--- src/rtl/irom_boot_loader_if.sv ---
// Instruction stream and IROM write port of the boot loader.
// s_data is taken on any cycle where s_valid && s_ready; the source holds s_data/s_valid until then.
interface irom_boot_loader_if #(
    parameter int ADDR_W = 8
);
    logic [31:0]       s_data;
    logic              s_valid;
    logic              s_ready;
    logic              irom_wr_en;
    logic [ADDR_W-1:0] irom_addr;
    logic [31:0]       irom_wdata;

    modport master (
        output s_data,
        output s_valid,
        input  s_ready,
        input  irom_wr_en,
        input  irom_addr,
        input  irom_wdata
    );

    modport slave (
        input  s_data,
        input  s_valid,
        output s_ready,
        output irom_wr_en,
        output irom_addr,
        output irom_wdata
    );
endinterface

--- src/rtl/irom_boot_loader.sv ---
// Setup-phase sequencer: streams instruction words into the IROM, holds the
// decoder in setup while loading and settling, then releases the core.
module irom_boot_loader #(
    parameter int ADDR_W     = 8,
    parameter int DEPTH      = 256,
    parameter int SETTLE_CYC = 2
) (
    input  logic              clk,
    input  logic              rst_n,
    input  logic              start,
    input  logic [ADDR_W:0]   load_len,
    input  logic              abort,
    irom_boot_loader_if.slave bus,
    output logic              setup,
    output logic              core_run,
    output logic              busy,
    output logic              done,
    output logic              err,
    output logic [1:0]        state_dbg
);

    typedef enum logic [1:0] {
        ST_IDLE   = 2'd0,
        ST_LOAD   = 2'd1,
        ST_SETTLE = 2'd2,
        ST_RUN    = 2'd3
    } state_t;

    localparam logic [ADDR_W:0] DEPTH_L  = DEPTH[ADDR_W:0];
    localparam logic [ADDR_W:0] CNT_ONE  = {{ADDR_W{1'b0}}, 1'b1};
    localparam logic [3:0]      SETTLE_L = SETTLE_CYC[3:0];

    state_t          state_q, state_d;
    logic [ADDR_W:0] cnt_q, cnt_d;
    logic [ADDR_W:0] len_q, len_d;
    logic [3:0]      settle_q, settle_d;

    logic len_ok;
    logic can_start;
    logic start_acc;
    logic start_rej;
    logic abort_acc;
    logic ready_c;
    logic xfer;
    logic last_xfer;

    // Qualifiers; abort takes priority over start in every state.
    always_comb begin
        len_ok    = (load_len != '0) && (load_len <= DEPTH_L);
        can_start = (state_q == ST_IDLE) || (state_q == ST_RUN);
        start_acc = start && !abort && can_start && len_ok;
        start_rej = start && !abort && can_start && !len_ok;
        abort_acc = abort && ((state_q == ST_LOAD) || (state_q == ST_SETTLE));
        ready_c   = (state_q == ST_LOAD) && !abort;
        xfer      = ready_c && bus.s_valid;
        last_xfer = xfer && (cnt_q == (len_q - CNT_ONE));
    end

    always_comb begin
        state_d  = state_q;
        cnt_d    = cnt_q;
        len_d    = len_q;
        settle_d = settle_q;
        case (state_q)
            ST_IDLE, ST_RUN: begin
                if (start_acc) begin
                    state_d = ST_LOAD;
                    len_d   = load_len;
                    cnt_d   = '0;
                end
            end
            ST_LOAD: begin
                if (abort_acc) begin
                    state_d = ST_IDLE;
                end else if (xfer) begin
                    cnt_d = cnt_q + CNT_ONE;
                    if (last_xfer) begin
                        state_d  = ST_SETTLE;
                        settle_d = '0;
                    end
                end
            end
            ST_SETTLE: begin
                // First SETTLE cycle carries the final write strobe, then SETTLE_CYC quiet cycles.
                if (abort_acc) begin
                    state_d = ST_IDLE;
                end else if (settle_q == SETTLE_L) begin
                    state_d = ST_RUN;
                end else begin
                    settle_d = settle_q + 4'd1;
                end
            end
            default: state_d = ST_IDLE;
        endcase
    end

    always_ff @(posedge clk or negedge rst_n) begin
        if (!rst_n) begin
            state_q  <= ST_IDLE;
            cnt_q    <= '0;
            len_q    <= '0;
            settle_q <= '0;
        end else begin
            state_q  <= state_d;
            cnt_q    <= cnt_d;
            len_q    <= len_d;
            settle_q <= settle_d;
        end
    end

    // Status outputs are registered from the next state so they line up with it.
    always_ff @(posedge clk or negedge rst_n) begin
        if (!rst_n) begin
            setup    <= 1'b0;
            core_run <= 1'b0;
            done     <= 1'b0;
            err      <= 1'b0;
        end else begin
            setup    <= (state_d == ST_LOAD) || (state_d == ST_SETTLE);
            core_run <= (state_d == ST_RUN);
            done     <= (state_d == ST_RUN) && (state_q != ST_RUN);
            err      <= start_rej || abort_acc;
        end
    end

    // IROM write port: one-cycle strobe per accepted word, address/data hold between writes.
    always_ff @(posedge clk or negedge rst_n) begin
        if (!rst_n) begin
            bus.irom_wr_en <= 1'b0;
            bus.irom_addr  <= '0;
            bus.irom_wdata <= '0;
        end else begin
            bus.irom_wr_en <= xfer;
            if (xfer) begin
                bus.irom_addr  <= cnt_q[ADDR_W-1:0];
                bus.irom_wdata <= bus.s_data;
            end
        end
    end

    assign bus.s_ready = ready_c;
    assign busy        = (state_q == ST_LOAD) || (state_q == ST_SETTLE);
    assign state_dbg   = state_q;

endmodule
--- src/flat_wrapper.sv ---
// flat-port wrapper written by rule: the top's interface ports become plain ports
module irom_boot_loader_flat 
#(
    parameter int ADDR_W     = 8,
    parameter int DEPTH      = 256,
    parameter int SETTLE_CYC = 2
)
  (clk, rst_n, start, load_len, abort, setup, core_run, busy, done, err, state_dbg, bus_s_data, bus_s_valid, bus_s_ready, bus_irom_wr_en, bus_irom_addr, bus_irom_wdata);
  irom_boot_loader_if #(.ADDR_W(ADDR_W)) bus_i ();
  input  logic clk;
  input  logic rst_n;
  input  logic start;
  input  logic [ADDR_W:0] load_len;
  input  logic abort;
  output logic setup;
  output logic core_run;
  output logic busy;
  output logic done;
  output logic err;
  output logic [1:0] state_dbg;
  input wire logic [$bits(bus_i.s_data)-1:0] bus_s_data;
  input wire logic [$bits(bus_i.s_valid)-1:0] bus_s_valid;
  output wire logic [$bits(bus_i.s_ready)-1:0] bus_s_ready;
  output wire logic [$bits(bus_i.irom_wr_en)-1:0] bus_irom_wr_en;
  output wire logic [$bits(bus_i.irom_addr)-1:0] bus_irom_addr;
  output wire logic [$bits(bus_i.irom_wdata)-1:0] bus_irom_wdata;
  assign bus_i.s_data = bus_s_data;
  assign bus_i.s_valid = bus_s_valid;
  assign bus_s_ready = bus_i.s_ready;
  assign bus_irom_wr_en = bus_i.irom_wr_en;
  assign bus_irom_addr = bus_i.irom_addr;
  assign bus_irom_wdata = bus_i.irom_wdata;
  irom_boot_loader #(.ADDR_W(ADDR_W), .DEPTH(DEPTH), .SETTLE_CYC(SETTLE_CYC)) u_core (.clk(clk), .rst_n(rst_n), .start(start), .load_len(load_len), .abort(abort), .bus(bus_i), .setup(setup), .core_run(core_run), .busy(busy), .done(done), .err(err), .state_dbg(state_dbg));
endmodule
--- config.mk ---
export PLATFORM = sky130hd
export DESIGN_NAME = irom_boot_loader_flat
export DESIGN_NICKNAME = d
export VERILOG_FILES = /design/src/rtl/irom_boot_loader_if.sv /design/src/rtl/irom_boot_loader.sv /design/src/flat_wrapper.sv
export SDC_FILE = /design/constraint.sdc
export NUM_CORES = 1
export LEC_CHECK = 0
export CAP_MARGIN = 10
export CELL_PAD_IN_SITES_DETAIL_PLACEMENT = 2
export CELL_PAD_IN_SITES_GLOBAL_PLACEMENT = 2
export CORE_MARGIN = 5
export CORE_UTILIZATION = 31
export CTS_CLUSTER_DIAMETER = 120
export DETAILED_ROUTE_END_ITERATION = 16
export PLACE_DENSITY_LB_ADDON = 0.1
export SLEW_MARGIN = 20
export SYNTH_ARGS = -nofsm -noshare
export SYNTH_HDL_FRONTEND = slang
export SYNTH_SLANG_ARGS = --single-unit
--- constraint.sdc ---
create_clock -name clk -period 4.55 [get_ports clk]
set_input_delay 0.455 -clock clk [delete_from_list [all_inputs] [get_ports clk]]
set_output_delay 0.455 -clock clk [all_outputs]
set_load 0.05 [all_outputs]
==> impl_summary.md, run 1 <==
Power and ir drop
The maximum VDD drop is 0.291 mV. In this run switching power makes up 49.6% of total power. The power spent charging and discharging nets is 1.68 mW. Summed over all cells, the static leakage comes to 2.10 nW. The total power density per cell area is 722 mW/mm². The design internal power is 1.70 mW. Combinational logic is responsible for 54.3% of the overall power. The clock network fraction of design power is 13.9%. The share of total power dissipated in sequential elements is 31.8%.

Setup path
The type of the worst setup path is flip-flop to flip-flop. Together, buffers and inverters on the worst path number 1. The worst setup path is captured at a flip-flop. The data arrival time of the critical path is 3130 ps. The dominant delay contributor by cell family on the critical path is simple AND/OR/NAND/NOR gates. Walking the worst path, the cells encountered are inv_1, ha_1, or4b_4, nor3_1, o22ai_1, nor4_4, a211oi_1, nor3_1, ha_1.

The endpoint identified for the worst register-to-register timing path is u_core.setup. Data on the critical path is required at its endpoint by 4780 ps. Along the worst path, the maximum fanout reaches 7.

In this run the critical register-to-register path is launched from u_core.len_q[0]. The startpoint type of the worst setup path is a flip-flop. The worst register-to-register path has a depth of 9.

Among all stages on the critical path, the largest delay is contributed by or4b_4. On the worst path, the slowest cell contributes a delay of 520 ps. In this run the register-to-register setup slack is 1640 ps.

Timing
The max-slew violation count came to 0. The worst pin sits at a relative slew slack of 37.7%. The routed design could run at a clock period as short as 2910 ps. For the pin with the worst max-slew slack, the measured transition is 935 ps. Summed over all failing endpoints, the final setup total negative slack is 0 ps.

Clock skew on the completed layout was measured at 5.69 ps. Setup repair after global routing left no endpoint under its margin. On the final layout, the worst hold slack is 218 ps. For this run, the top clock speed supported by timing is 344 MHz. The worst path uses 63.9% of the clock period. The number of hold violations in the final report is 0. Setup violations remaining at the end of the flow were counted as 0.

Floorplanning
The die outline area is 0.0133 mm². For this configuration, the core starts out at a cell density of 31.7%. The height of the die is 115 µm. The floorplan step defined a core boundary enclosing 0.0108 mm². The overall die width is 115 µm. The row count is 38. The top-level port count is 95.

Final layout
The register area is 0.00173 mm². In the final layout, the share of cells above drive strength 1 is 9.34%. Summing all multi-input logic gate instances after layout gives 0.00160 mm².

The synthesis-to-finish area growth is 36.3%. The repair_antennas step left the layout with diodes totalling 0. The number of standard cells in the final layout excluding fillers is 611. Fill cells in the final layout number 1197.

Cells fill 43.2% of the core in the end. For this run, the post-layout net count is 520.

Clock network
Clock-pin slew was measured on the worst setup and hold paths at 80 ps. In this run the post-CTS setup repair buffer count came out at 0. Counting along the longest clock path gives a buffer depth of 2.

The H-tree generated during clock tree synthesis spans 3 levels. The number of gates resized after CTS was 0. The clock sink count is 69. The cell sitting at the root of the clock tree is a clkbuf_8. Clock latency on the worst-skew pair, taken at its later pin, is 350 ps. The TritonCTS clock tree is built. The total CTS buffers is 9. The hold buffer count at CTS is 0.

Min path
The worst hold-check path type is input pin to async pin.

Yosys
Of the post-synthesis cell area, the part taken by muxes is 3.28%. The synthesized netlist devotes 26.2% of its cell area to simple gates. The leading area contributor after synthesis is dfrtp_1. Counting flops with an async set or reset pin after synthesis yields a share of 100%. Summing every instance area after synthesis gives 0.00344 mm². The most used standard cell by instance count after synthesis is nand2_1. The area fraction in compound gates after synthesis is 11.0%. After synthesis, the mean cell area works out to 9.19 µm². By area, the combinational part of the netlist is dominated by simple AND/OR/NAND/NOR gates.

The most used flip-flop cell after synthesis is dfrtp_1. During synthesis, Yosys emitted a total of 0 warnings. The number of nets in the synthesized netlist is 428. The count of flip-flops with a built-in enable after synthesis is 0. In the synthesized netlist, the cells that appear most often are nand2_1, dfrtp_1, nor2_1. The count of unique library cells instantiated by Yosys is 56. Yosys attributes the largest share of cell area to dfrtp_1, nand2_1, mux2_2. The synthesized netlist devotes 2.91% of its cell area to adder and majority cells. In this run, synthesis produced a sequential element count of 69. The top cell type's share of synthesized area is 50.2%.

After Yosys synthesis, XOR and XNOR cells account for 3.06% of the synthesized area. The portion of the post-synthesis area used by sequential elements is 50.2%. The number of cells produced by synthesis is 374.

Placement
The count of port buffers added during placement is 94. The wire-length estimate of the detail-placed layout is 7.77 mm. The routability congestion estimate is 0.788.

Once placement completed, the tool counted placed cells totaling 595.

Routing
The via count is 3056. Wires add up to 10.8 mm. The number of antenna-violating nets in the routed design is 0. The average detailed-routed wire length per instance is 17.6 µm. The number of iterations in the first detailed-routing pass is 4. The routed via count divided by cell count is 5.00.

After detailed routing, the number of remaining DRC violations is 0. The number of design-rule violations left by the first detailed-router iteration is 59.

Global routing
Across every metal layer, demand over resource in global routing totals 16.8%. For this run the aggregate overflow at the end of global routing stands at 0. The wire length of the first global-routing pass is 17.6 mm. The number of global-route vias before repair is 3459. The initial antenna violation count is 0. The maximum number of pins on one net before global-route repair is 70.

Run status
The run finished with clean final reports.

Flow run
The tool flagged a number of max-cap violations equal to 0.
## per-layer routing
metal	vias to the layer above	share of wire, %	GRT usage, %
met5	-	0	0
met2	58	52	29.9
met3	11	5.1	4.74
met4	0	1.4	5.71
met1	1537	42	19.4
li1	1450	-	-
## kinds of logic (layout without fill, tap and decap cells)
group / after synthesis / in the layout
AND/OR/NAND/NOR: 198 / 198
flip-flops: 69 / 69
AO/OA/AOI/OAI: 50 / 50
buffers and inverters: 27 / 124
XOR/XNOR: 12 / 12
multiplexers: 10 / 10
adder cells (fa/ha/maj): 8 / 8
## placed cells by master (no fill, tap or decap), drive strengths merged, types with 9 or more instances in the layout
master and count:
dfrtp 69, nand2 134, nor2 22, clkbuf 12, inv 11, nor3 9
clkdlybuf4s50 93, a21oi 11, mux2 10
## stage by stage
| step | total power [mW] | cell area, µm² | worst slack (ps) |
|---|---|---|---|
| final | 3.38 | 4680 | 1640 |
| after global placement | 2.88 | 4500 | 1610 |
| after CTS | 3.44 | 4680 | 1610 |
| after floorplan | 2.28 | 3440 | 1640 |
| after detailed placement | 2.95 | 4510 | 1500 |
| after global routing | 3.61 | 4680 | 1350 |
## layout make-up
cell class / instances / area share (%)
Clock buffer: 12 / 3.31
Clock inverter: 4 / 0.481
Inverter: 11 / 0.882
Multi-Input combinational cell: 278 / 34.2
Sequential cell: 69 / 36.9
Tap cell: 140 / 3.74
Timing Repair Buffer: 97 / 20.5
## sequential cells by signal, summed over array words and instances (netlist names)
name                   flops
u_core.bus.irom_addr       8
u_core.len_q               9
u_core.done                1
u_core.state_dbg           2
u_core.setup               1
u_core.core_run            1
u_core.settle_q            4
u_core.cnt_q               9
u_core.bus.irom_wdata     32
u_core.err                 1
u_core.bus.irom_wr_en      1
## power groups by stage
stage,combinational (mW),clock (mW),sequential [mW]
after floorplan,0.664,0,1.61
after global placement,1.81,0,1.08
after detailed placement,1.85,0,1.09
after CTS,1.87,0.492,1.08
after global routing,1.98,0.515,1.12
final,1.84,0.470,1.08
## worst max path at each step
stage	start	end	slack (ps)	cells past startpoint
after global routing	u_core.len_q[0]	u_core.done	1350	10
final	u_core.len_q[0]	u_core.setup	1640	9
after detailed placement	load_len[5]	u_core.done	1500	9
after global placement	load_len[5]	u_core.done	1610	9
after floorplan	u_core.state_dbg[0]	u_core.setup	1640	7
after CTS	u_core.len_q[0]	u_core.setup	1610	9
Note: power is estimated with default switching activity, not from simulation.
==> run 2, diff against run 1 <==
--- a/config.mk
+++ b/config.mk
@@ -9,7 +9,7 @@
 export CELL_PAD_IN_SITES_DETAIL_PLACEMENT = 2
 export CELL_PAD_IN_SITES_GLOBAL_PLACEMENT = 2
 export CORE_MARGIN = 5
-export CORE_UTILIZATION = 31
+export CORE_UTILIZATION = 28
 export CTS_CLUSTER_DIAMETER = 120
 export DETAILED_ROUTE_END_ITERATION = 16
 export PLACE_DENSITY_LB_ADDON = 0.1
==> constraint.sdc (replaced) <==
create_clock -name clk -period 2.9 [get_ports clk]
set_input_delay 0.29 -clock clk [delete_from_list [all_inputs] [get_ports clk]]
set_output_delay 0.29 -clock clk [all_outputs]
set_load 0.05 [all_outputs]
==> run 2 against run 1 <==
Compared with the run above: critical path depth fell by 4; worst setup slack got worse by 1500 ps; first-iteration DRC count rose by 31%; hold slack got worse by 130 ps; flip-flop and latch count did not move; register-to-register slack got worse by 1500 ps; non-clock buffer count rose by 8; count of clock-buffer cells in the layout did not move; clock power rose by 130%; via count fell by 0.59%; highest routed layer unchanged.
==> impl_summary.md, run 2 (same netlist as run 1, synthesis figures left out) <==
Final layout
Ranked by flip-flop count, first place goes to u_core.bus.irom_wdata. The fraction of final layout cells sized beyond drive strength 1 is 10.9% (+1.5 points). The multi-input combinational cell area is 0.00160 mm² (+0.16%). The final-layout fill cell count is 1353 (+13%). The number of nets at the end of the flow is 528 (+1.5%). In the layout the commonest cells are nand2_1, clkdlybuf4s50_1, dfrtp_1, nor2_1, buf_4. The diode insertion count for antenna repair is 0 (unchanged). The flip-flop count of the largest register, all copies and words added was 32 (unchanged).

The most frequent standard cell in the layout excluding fill and tap cells is nand2_1. The register area is 0.00173 mm² (unchanged). Compared with the post-synthesis result, the final layout area differs by 41.7%. The largest registers in the layout are u_core.bus.irom_wdata x32, u_core.cnt_q x9, u_core.len_q x9.

Routing
The average detailed-routed wire length per instance is 16.9 µm (-4.2%). The number of iterations in the first detailed-routing pass was 4 (unchanged). The via count is 3038 (-0.59%).

The number of design-rule violations left by the first detailed-router iteration was 77 (+31%). The routed via count divided by cell count came to 4.85 (-3.0%). The total routed wirelength is 10.6 mm (-1.8%). The count of unresolved DRC violations after routing came to 0 (unchanged).

The number of antenna-violating nets in the routed design was 0 (unchanged).

Floorplanning
The row count is 40 (+5.3%). The overall die width was 121 µm (+4.8%). The top-level port count came to 95 (unchanged). The height of the die came to 121 µm (+4.8%). The area of the placeable core is 0.0120 mm² (+11%). The die outline area is 0.0146 mm² (+9.8%). The initial core utilization is 28.6% (-3.1 points).

Timing
The max-slew violation count is 0 (unchanged). The worst-margin pin slew is 914 ps (-20.8 ps). The number of failing setup endpoints in the final timing report came to 0 (unchanged). Dividing the final minimum period by the clock period gives 94.8%. The sum of negative setup slack is 0 ps (unchanged). The worst clock skew is 6.37 ps (+0.681 ps). Timing would allow up to 364 MHz. The number of hold violations in the final report was 0 (unchanged). After layout, the minimum clock period comes to 2750 ps. The worst slew margin relative to its limit is 39.1% (+1.4 points).

Power and ir drop
The total power is 5.65 mW (+67%). The clock network fraction of design power was 19.5% (+5.6 points). The share of total power in combinational logic came to 50.8% (-3.5 points). The sequential cell fraction of total power is 29.7% (-2.1 points). The power spent charging and discharging nets was 2.61 mW (+56%). The total power density per cell area came to 1160 mW/mm² (+61%).

The maximum VDD drop was 0.422 mV (+45%). The switching share of power was 46.2% (-3.4 points). The design internal power is 3.04 mW (+78%). The static power due to leakage is 2.20 nW (+4.4%).

Clock network
The deepest clock path buffer count was 2 (unchanged). The clock sink count was 69 (unchanged). The root buffer cell chosen for the clock tree is clkbuf_16. The total CTS buffers is 9 (unchanged). The CTS clock-pin slew for the worst setup and hold paths is 50 ps (-30 ps).

The clock network latency to the later pin of the worst-skew pair is 330 ps (-20 ps). The total setup buffers inserted after CTS is 0 (unchanged). TritonCTS built the clock tree. The CTS H-tree depth came to 3 (unchanged).

Global routing
The initial antenna violation count is 0 (unchanged). The total global routing overflow was 0 (unchanged). The number of global-route vias before repair is 3363 (-2.8%). The maximum number of pins on one net before global-route repair is 70 (unchanged).

The aggregate global-route resource usage is 15.2% (-1.6 points). The wire length of the first global-routing pass is 17.7 mm (+0.35%).

Setup path
The data required time of the critical path came to 2610 ps (-2170 ps). The maximum net fanout on the critical path came to 17 (+10). The dominant delay contributor by cell family on the critical path is buffers and inverters. The critical path's largest stage delay is 840 ps (+320 ps). The number of buffer and inverter stages on the critical path is 3 (+2). The kind of capture point of the worst setup path is an output port.

The cell count of the worst reg-to-reg path was 10 (+1). The startpoint type of the worst setup path is a flip-flop. The type of the worst setup path is flip-flop to output port. The cell with the biggest individual delay on the critical path is clkdlybuf4s50_1. The signal on the critical path passes through inv_1, ha_1, buf_4, nor2b_2, clkdlybuf4s50_1. The data arrival time of the critical path came to 2460 ps (-670 ps).

The total stage count of the critical path is 5 (-4).

Run status
The flow ran to the end, and the final reports show no timing, DRC or antenna violations.

Placement
The sum of net half-perimeters after detailed placement came to 7.65 mm (-1.6%). The count of port buffers added during placement came to 94 (unchanged). The routability congestion estimate is 0.804 (+1.9%).

Min path
The worst hold-check path type is input pin to async pin.

Flow run
The max-cap violation count is 0 (unchanged).
run 2: metrics by stage:
| stage | cell area (µm²) | setup slack [ps] | hold WS (ps) | utilization (%) | cells |
|---|---|---|---|---|---|
| 2_1_floorplan | 3440 | 220 | -5.59 | - | 374 |
| 3_3_place_gp | 4570 | 236 | 456 | 38.1 | 610 |
| 3_5_place_dp | 4570 | 146 | 465 | 38.1 | 610 |
| 4_1_cts | 4870 | 152 | 141 | 40.5 | 626 |
| 5_1_grt | 4870 | -11.8 | 182 | 40.6 | 626 |
| 6_report | 4870 | 150 | 92.2 | 40.6 | 626 |
run 2: cell type report:
type                       count  area share, %
tap                          147           3.78
sequential                    69           35.4
multi-input combinational    278           32.9
clock inverter                 4          0.976
clock buffer                  12           5.06
inverter                      11          0.848
timing repair buffer         105           21.0
run 2: timing repair:
item / 4_1_cts / 5_1_grt
resized for setup: 0 / 1
endpoints found under the hold margin: 0 / 0
setup endpoints to repair: 0 / 1
hold buffers: 0 / 0
run 2: power by group through the flow:
stage | Combinational (mW) | Sequential (mW) | Clock, mW
6_report | 2.87 | 1.68 | 1.10
5_1_grt | 3.11 | 1.74 | 1.19
4_1_cts | 2.92 | 1.69 | 1.14
3_5_place_dp | 2.90 | 1.70 | 0
3_3_place_gp | 2.85 | 1.68 | 0
2_1_floorplan | 1.04 | 2.53 | 0
run 2: per-layer routing:
metal,GRT usage (%),part of all wire (%)
met5,0,0
met4,5.10,1.4
met3,4.91,5.7
met2,24.3,47
met1,19.5,46
run 2: path summary, 6_finish.rpt:
path                       slack, ps                   endpoint                      start
setup / recovery                 150                bus_s_ready        u_core.state_dbg[1]
hold / removal                    90         u_core.settle_q[0]                      rst_n
setup reg to reg                 160                u_core.done            u_core.len_q[0]
hold reg to reg                  470  u_core.bus.irom_wdata[31]  u_core.bus.irom_wdata[31]
max in group asynchronous       2220  u_core.bus.irom_wdata[17]                      rst_n
min in group clk                 470  u_core.bus.irom_wdata[31]  u_core.bus.irom_wdata[31]
